<file path="src/rtl/bist_seq_ctrl.sv">
`default_nettype none
// ============================================================================
// bist_seq_ctrl : LFSR pattern source + MISR compactor BIST sequencer.
// Option BIST_ZERO_PATTERN_EN appends one all-zero pattern.   Rev 1.0
// ============================================================================
module bist_seq_ctrl #(
  parameter int unsigned          PI_W      = 9,
  parameter int unsigned          PO_W      = 2,
  parameter logic [PI_W-1:0]      LFSR_TAPS = 9'h110,
  parameter logic [PI_W-1:0]      LFSR_SEED = 9'h001,
  parameter int unsigned          SIG_W     = 16,
  parameter logic [SIG_W-1:0]     MISR_POLY = 16'hB400,
  parameter int unsigned          N_PAT     = 511,
  parameter int unsigned          SETTLE    = 1
) (
  input  logic              clk,
  input  logic              rst,
  input  logic              start,
  input  logic              abort,
  input  logic [SIG_W-1:0]  exp_sig,
  input  logic [PO_W-1:0]   cut_out,
  output logic [PI_W-1:0]   cut_in,
  output logic              busy,
  output logic              done,
  output logic              pass,
  output logic [SIG_W-1:0]  signature
);

  localparam logic [PI_W-1:0] SEED        = (LFSR_SEED == '0) ? PI_W'(1) : LFSR_SEED;
  localparam logic [15:0]     LAST_PAT    = 16'(N_PAT - 1);
  localparam logic [15:0]     LAST_SETTLE = 16'(SETTLE - 1);

  typedef enum logic [1:0] {
    S_IDLE    = 2'd0,
    S_APPLY   = 2'd1,
    S_CAPTURE = 2'd2,
    S_DONE    = 2'd3
  } state_t;

  state_t            state;
  logic [PI_W-1:0]   lfsr;
  logic [SIG_W-1:0]  misr;
  logic [15:0]       pat_cnt;
  logic [15:0]       settle_cnt;
  logic [SIG_W-1:0]  misr_next;
  logic [PI_W-1:0]   lfsr_next;

  always_comb begin
    misr_next = {misr[SIG_W-2:0], 1'b0}
              ^ (misr[SIG_W-1] ? MISR_POLY : '0)
              ^ SIG_W'(cut_out);
    lfsr_next = {lfsr[PI_W-2:0], ^(lfsr & LFSR_TAPS)};
  end

`ifdef BIST_ZERO_PATTERN_EN
  logic zero_phase;
  assign cut_in = (busy && !zero_phase) ? lfsr : '0;
`else
  assign cut_in = busy ? lfsr : '0;
`endif

  assign signature = misr;

  // DONE is entered on the last capture edge with busy still set; the
  // following edge is the finalize step that compares the settled misr.
  always_ff @(posedge clk) begin
    if (rst) begin
      state      <= S_IDLE;
      lfsr       <= SEED;
      misr       <= '0;
      pat_cnt    <= '0;
      settle_cnt <= '0;
      busy       <= 1'b0;
      done       <= 1'b0;
      pass       <= 1'b0;
`ifdef BIST_ZERO_PATTERN_EN
      zero_phase <= 1'b0;
`endif
    end else if (abort && busy) begin
      state      <= S_IDLE;
      settle_cnt <= '0;
      busy       <= 1'b0;
      done       <= 1'b0;
      pass       <= 1'b0;
`ifdef BIST_ZERO_PATTERN_EN
      zero_phase <= 1'b0;
`endif
    end else if (start && !busy && !abort) begin
      state      <= S_APPLY;
      lfsr       <= SEED;
      misr       <= '0;
      pat_cnt    <= '0;
      settle_cnt <= '0;
      busy       <= 1'b1;
      done       <= 1'b0;
      pass       <= 1'b0;
`ifdef BIST_ZERO_PATTERN_EN
      zero_phase <= 1'b0;
`endif
    end else begin
      case (state)
        S_APPLY: begin
          if (settle_cnt == LAST_SETTLE) begin
            settle_cnt <= '0;
            state      <= S_CAPTURE;
          end else begin
            settle_cnt <= settle_cnt + 16'd1;
          end
        end
        S_CAPTURE: begin
          misr <= misr_next;
          lfsr <= lfsr_next;
`ifdef BIST_ZERO_PATTERN_EN
          if (zero_phase) begin
            state <= S_DONE;
          end else begin
            pat_cnt <= pat_cnt + 16'd1;
            if (pat_cnt == LAST_PAT) zero_phase <= 1'b1;
            state <= S_APPLY;
          end
`else
          pat_cnt <= pat_cnt + 16'd1;
          state   <= (pat_cnt == LAST_PAT) ? S_DONE : S_APPLY;
`endif
        end
        S_DONE: begin
          if (busy) begin
            busy <= 1'b0;
            done <= 1'b1;
            pass <= (misr == exp_sig);
`ifdef BIST_ZERO_PATTERN_EN
            zero_phase <= 1'b0;
`endif
          end
        end
        default: ;
      endcase
    end
  end

endmodule
`default_nettype wire

</file>
<file path="config.mk">
export PLATFORM = sky130hd
export DESIGN_NAME = bist_seq_ctrl
export DESIGN_NICKNAME = d
export VERILOG_FILES = /design/src/rtl/bist_seq_ctrl.sv
export SDC_FILE = /design/constraint.sdc
export NUM_CORES = 1
export LEC_CHECK = 0
export ABC_AREA = 0
export BUFFER_PORTS_ARGS = -buffer_cell sky130_fd_sc_hd__clkbuf_2
export CORE_MARGIN = 2
export CORE_UTILIZATION = 35
export CTS_BUF_LIST = sky130_fd_sc_hd__clkbuf_16
export CTS_CLUSTER_SIZE = 8
export DETAILED_ROUTE_END_ITERATION = 16
export PLACE_DENSITY_LB_ADDON = 0.2
export SETUP_SLACK_MARGIN = 0.5
export SYNTH_ARGS = -nofsm -noshare
export SYNTH_HDL_FRONTEND = slang
export SYNTH_SLANG_ARGS = --single-unit
</file>
<file path="constraint.sdc">
create_clock -name clk -period 3.91 [get_ports clk]
set_input_delay 0.782 -clock clk [delete_from_list [all_inputs] [get_ports clk]]
set_output_delay 0.782 -clock clk [all_outputs]
set_load 0.05 [all_outputs]
</file>
==> metrics.md <==
| Metric | Value |
|---|---|
| Hold Crit Depth | 2 |
| Distinct cell type count after synthesis | 39 |
| Post-synth EDFFs | 0 |
| Share of layout cells above drive strength 1 | 0.176 |
| Dominant cells by area after synthesis | dfxtp_1, nand2_1, xor2_1 |
| Synth Register Bits | 62 |
| Net Sw Frac | 0.226 |
| R2r startpoint | busy |
| Num rows | 33 |
| First drt pass iteration count | 4 |
| Count of pins over their slew limit | 0 |
| Worst hold path type | reg -> reg |
| Final hold vios | 0 |
| Req. time, crit path | 4.15 ns |
| CTS root buf | clkbuf_16 |
| Final nets | 424 |
| Post-synth top cells | dfxtp_1, nand2_1, a21oi_1 |
| Setup bufs post-CTS | 0 |
| CTS tree | built |
| WL per Instance | 12.6 um |
| GRT Overall Usage | 0.152 |
| Status | completed |
| Reg2reg path depth | 5 |
| Hold buffers post-CTS | 0 |
| CP peak stage delay | 0.60 ns |
| Clk_skew | 0.00753 ns |
| Grt total ovfl | 0 |
| Cell Chain, Critical Path | nor3b_1, buf_4, nor3b_1, o21ai_1, a21oi_1 |
| Die Wd | 95.8 um |
| Combinational share of power | 0.050 |
| Element type at the critical path start | register |
| Flop2flop setup slack | 1.66 ns |
| Reported net switching power | 335 uW |
| Largest net degree at the start of global routing | 34 |
| Die Height | 95.8 um |
| Most used DFF post-synth | dfxtp_1 |
| Warnings from Yosys | 0 |
| Crit path DAT | 2.49 ns |
| Syn Area/Cell | 8.38 um2 |
| R2r endpoint | settle_cnt[13] |
| Maxcap violations | 0 |
| Post_cts resized | 0 |
| CP Class | reg -> reg |
| Cell taking the most area after synthesis | dfxtp_1 |
| Vias in the first global route | 2,276 |
| # IOs | 50 |
| Core area | 8180 um2 |
| Ant diodes | 0 |
| Worst slew margin | 0.243 |
| Leakage Power | 1.30 nW |
| Final Wtd Congestion | 0.752 |
| Worst IR drop on VDD | 0.226 mV |
| Mapped Cells | 352 |
| Minimum clock period | 2.25 ns |
| Setup TNS | 0 ns |
| Worst-path clk slew | 0.05 ns |
| Most frequent cell after synthesis | dfxtp_1 |
| CP max stage cell | dfxtp_1 |
| Critical Path Most Common Cell | nor3b_1 |
| Final core occ | 0.436 |
| Pwr/cell area | 417 nW/um2 |
| Clk Latency, worst-skew pair | 0.33 ns |
| Yosys top cell area share | 0.421 |
| H-tree depth | 3 |
| Internal power | 1.15 mW |
| Clock buffer count from CTS | 9 |
| Remaining DRCs | 0 |
| Num Clock Sinks | 62 |
| Crit path capture type | register |
| Crit path max fanout | 16 |
| Final worst-path cycle share | 0.575 |
| Max Clk Rate | 445 MHz |
| Fillers | 825 |
| Port bufs | 49 |
| Vias | 2,547 |
| Vias per cell | 5.01 |
| Placed cell area | 3270 um2 |
| Syn_nets | 378 |
| Initial core utilization | 0.361 |
| Hold Startpoint | lfsr[2] |
| Routed wire length | 6390 um |
| Total power | 1.48 mW |
| Reg power frac | 0.433 |
| First-pass GRT wire length | 10,800 um |
| Final Setup Violations | 0 |
| Crit path max-delay family | compound AO/OA/AOI/OAI gates |
| 1st-iter DRT viols | 84 |
| Clock share of power | 0.517 |
| DIE AREA | 9180 um2 |
| DP HPWL | 4370 um |
| FFs w/ async S/R, synth | 0 |
| Clk buf depth | 2 |
| Worst-margin pin slew | 1.13 ns |
| Buffer and inverter count on the worst path | 1 |
| Initial antenna violation count | 0 |
| Final ANT Viol Nets | 0 |
| Design Area, Final | 3560 um2 |
| RSZ-0062 raised after global routing | false |
| Syn-to-layout area delta | 20.8% |
| Mapped Area | 2950 um2 |
| Post-synthesis sequential area ratio | 0.421 |
| WHS Endpoint | lfsr[3] |
## through the flow
stage	instances	hold slack, ns	worst slack [ns]
floorplan	352	0.440	1.75
global placement	492	0.454	1.42
detailed placement	492	0.461	1.31
CTS	508	0.470	1.63
global route	508	0.496	1.39
finish	508	0.467	1.66
## layout by cell type, fill, tap and decap left out, types with 5 or more instances in the layout
cell type	count
a211oi_1	7
a21oi_1	29
and2_1	10
clkbuf_16	9
clkbuf_2	49
dfxtp_1	62
inv_1	8
mux2i_1	7
nand2_1	60
nand3_1	6
nand4_1	9
nor2_1	27
nor3_1	6
nor4_1	15
o21ai_0	5
o31ai_1	5
or3_1	11
or4_1	5
xnor2_1	16
xor2_1	20
## worst min-delay path: cells and delay by family (launching register included)
family	cells	cell delay [ns]
flops	1	0.32
simple gates	1	0.05
compound gates	1	0.05
## power groups by stage
stage          Combinational (mW)  Clock (mW)  Sequential (mW)
2_1_floorplan              0.0469           0            0.659
3_3_place_gp               0.0751           0            0.656
3_5_place_dp               0.0755           0            0.657
4_1_cts                    0.0757       0.782            0.643
5_1_grt                    0.0839       0.806            0.644
6_report                   0.0744       0.767            0.643
## cell type report
type	instances	area (um2)	area share
inverter	8	30.0	0.00843
timing repair buffer	50	253	0.0709
clock buffer	9	225	0.0632
tap	105	131	0.0369
sequential	62	1240	0.348
multi-input combinational	267	1620	0.454
clock inverter	7	66.3	0.0186
## logic make-up (layout without fill, tap and decap cells)
kind of cell,after synthesis,count (layout),share of synthesized area
xor+xnor,36,36,0.107
buf+inv,23,74,0.0310
flops,62,62,0.421
simple gates,168,168,0.297
compound gates,52,52,0.103
mux,7,7,0.0238
fa+ha+maj,4,4,0.0170
## layer usage
metal  routed length (um)  track usage  vias to the layer above  part of all wire
met5                    0            0                        -                 0
met4                  113       0.0714                        0             0.018
met3                  398       0.0470                        8             0.062
met2                 2720        0.224                       64              0.42
met1                 3160        0.203                     1152              0.49
li1                     -            -                     1323                 -
## worst max path at each step
stage,start,to,slack [ns],cells after the start
floorplan,busy,cut_in[0],1.75,2
global placement,start,settle_cnt[11],1.42,6
detailed placement,start,settle_cnt[13],1.31,6
CTS,settle_cnt[0],settle_cnt[12],1.63,6
global route,busy,settle_cnt[15],1.39,5
finish,busy,settle_cnt[13],1.66,5
## state kept, by name, summed over array words and instances, names as in the netlist
| register | flops |
|---|---|
| pass | 1 |
| pat_cnt | 16 |
| lfsr | 9 |
| settle_cnt | 16 |
| signature | 16 |
| done | 1 |
| busy | 1 |
| state | 2 |
Note: power is estimated with default switching activity, not from simulation.
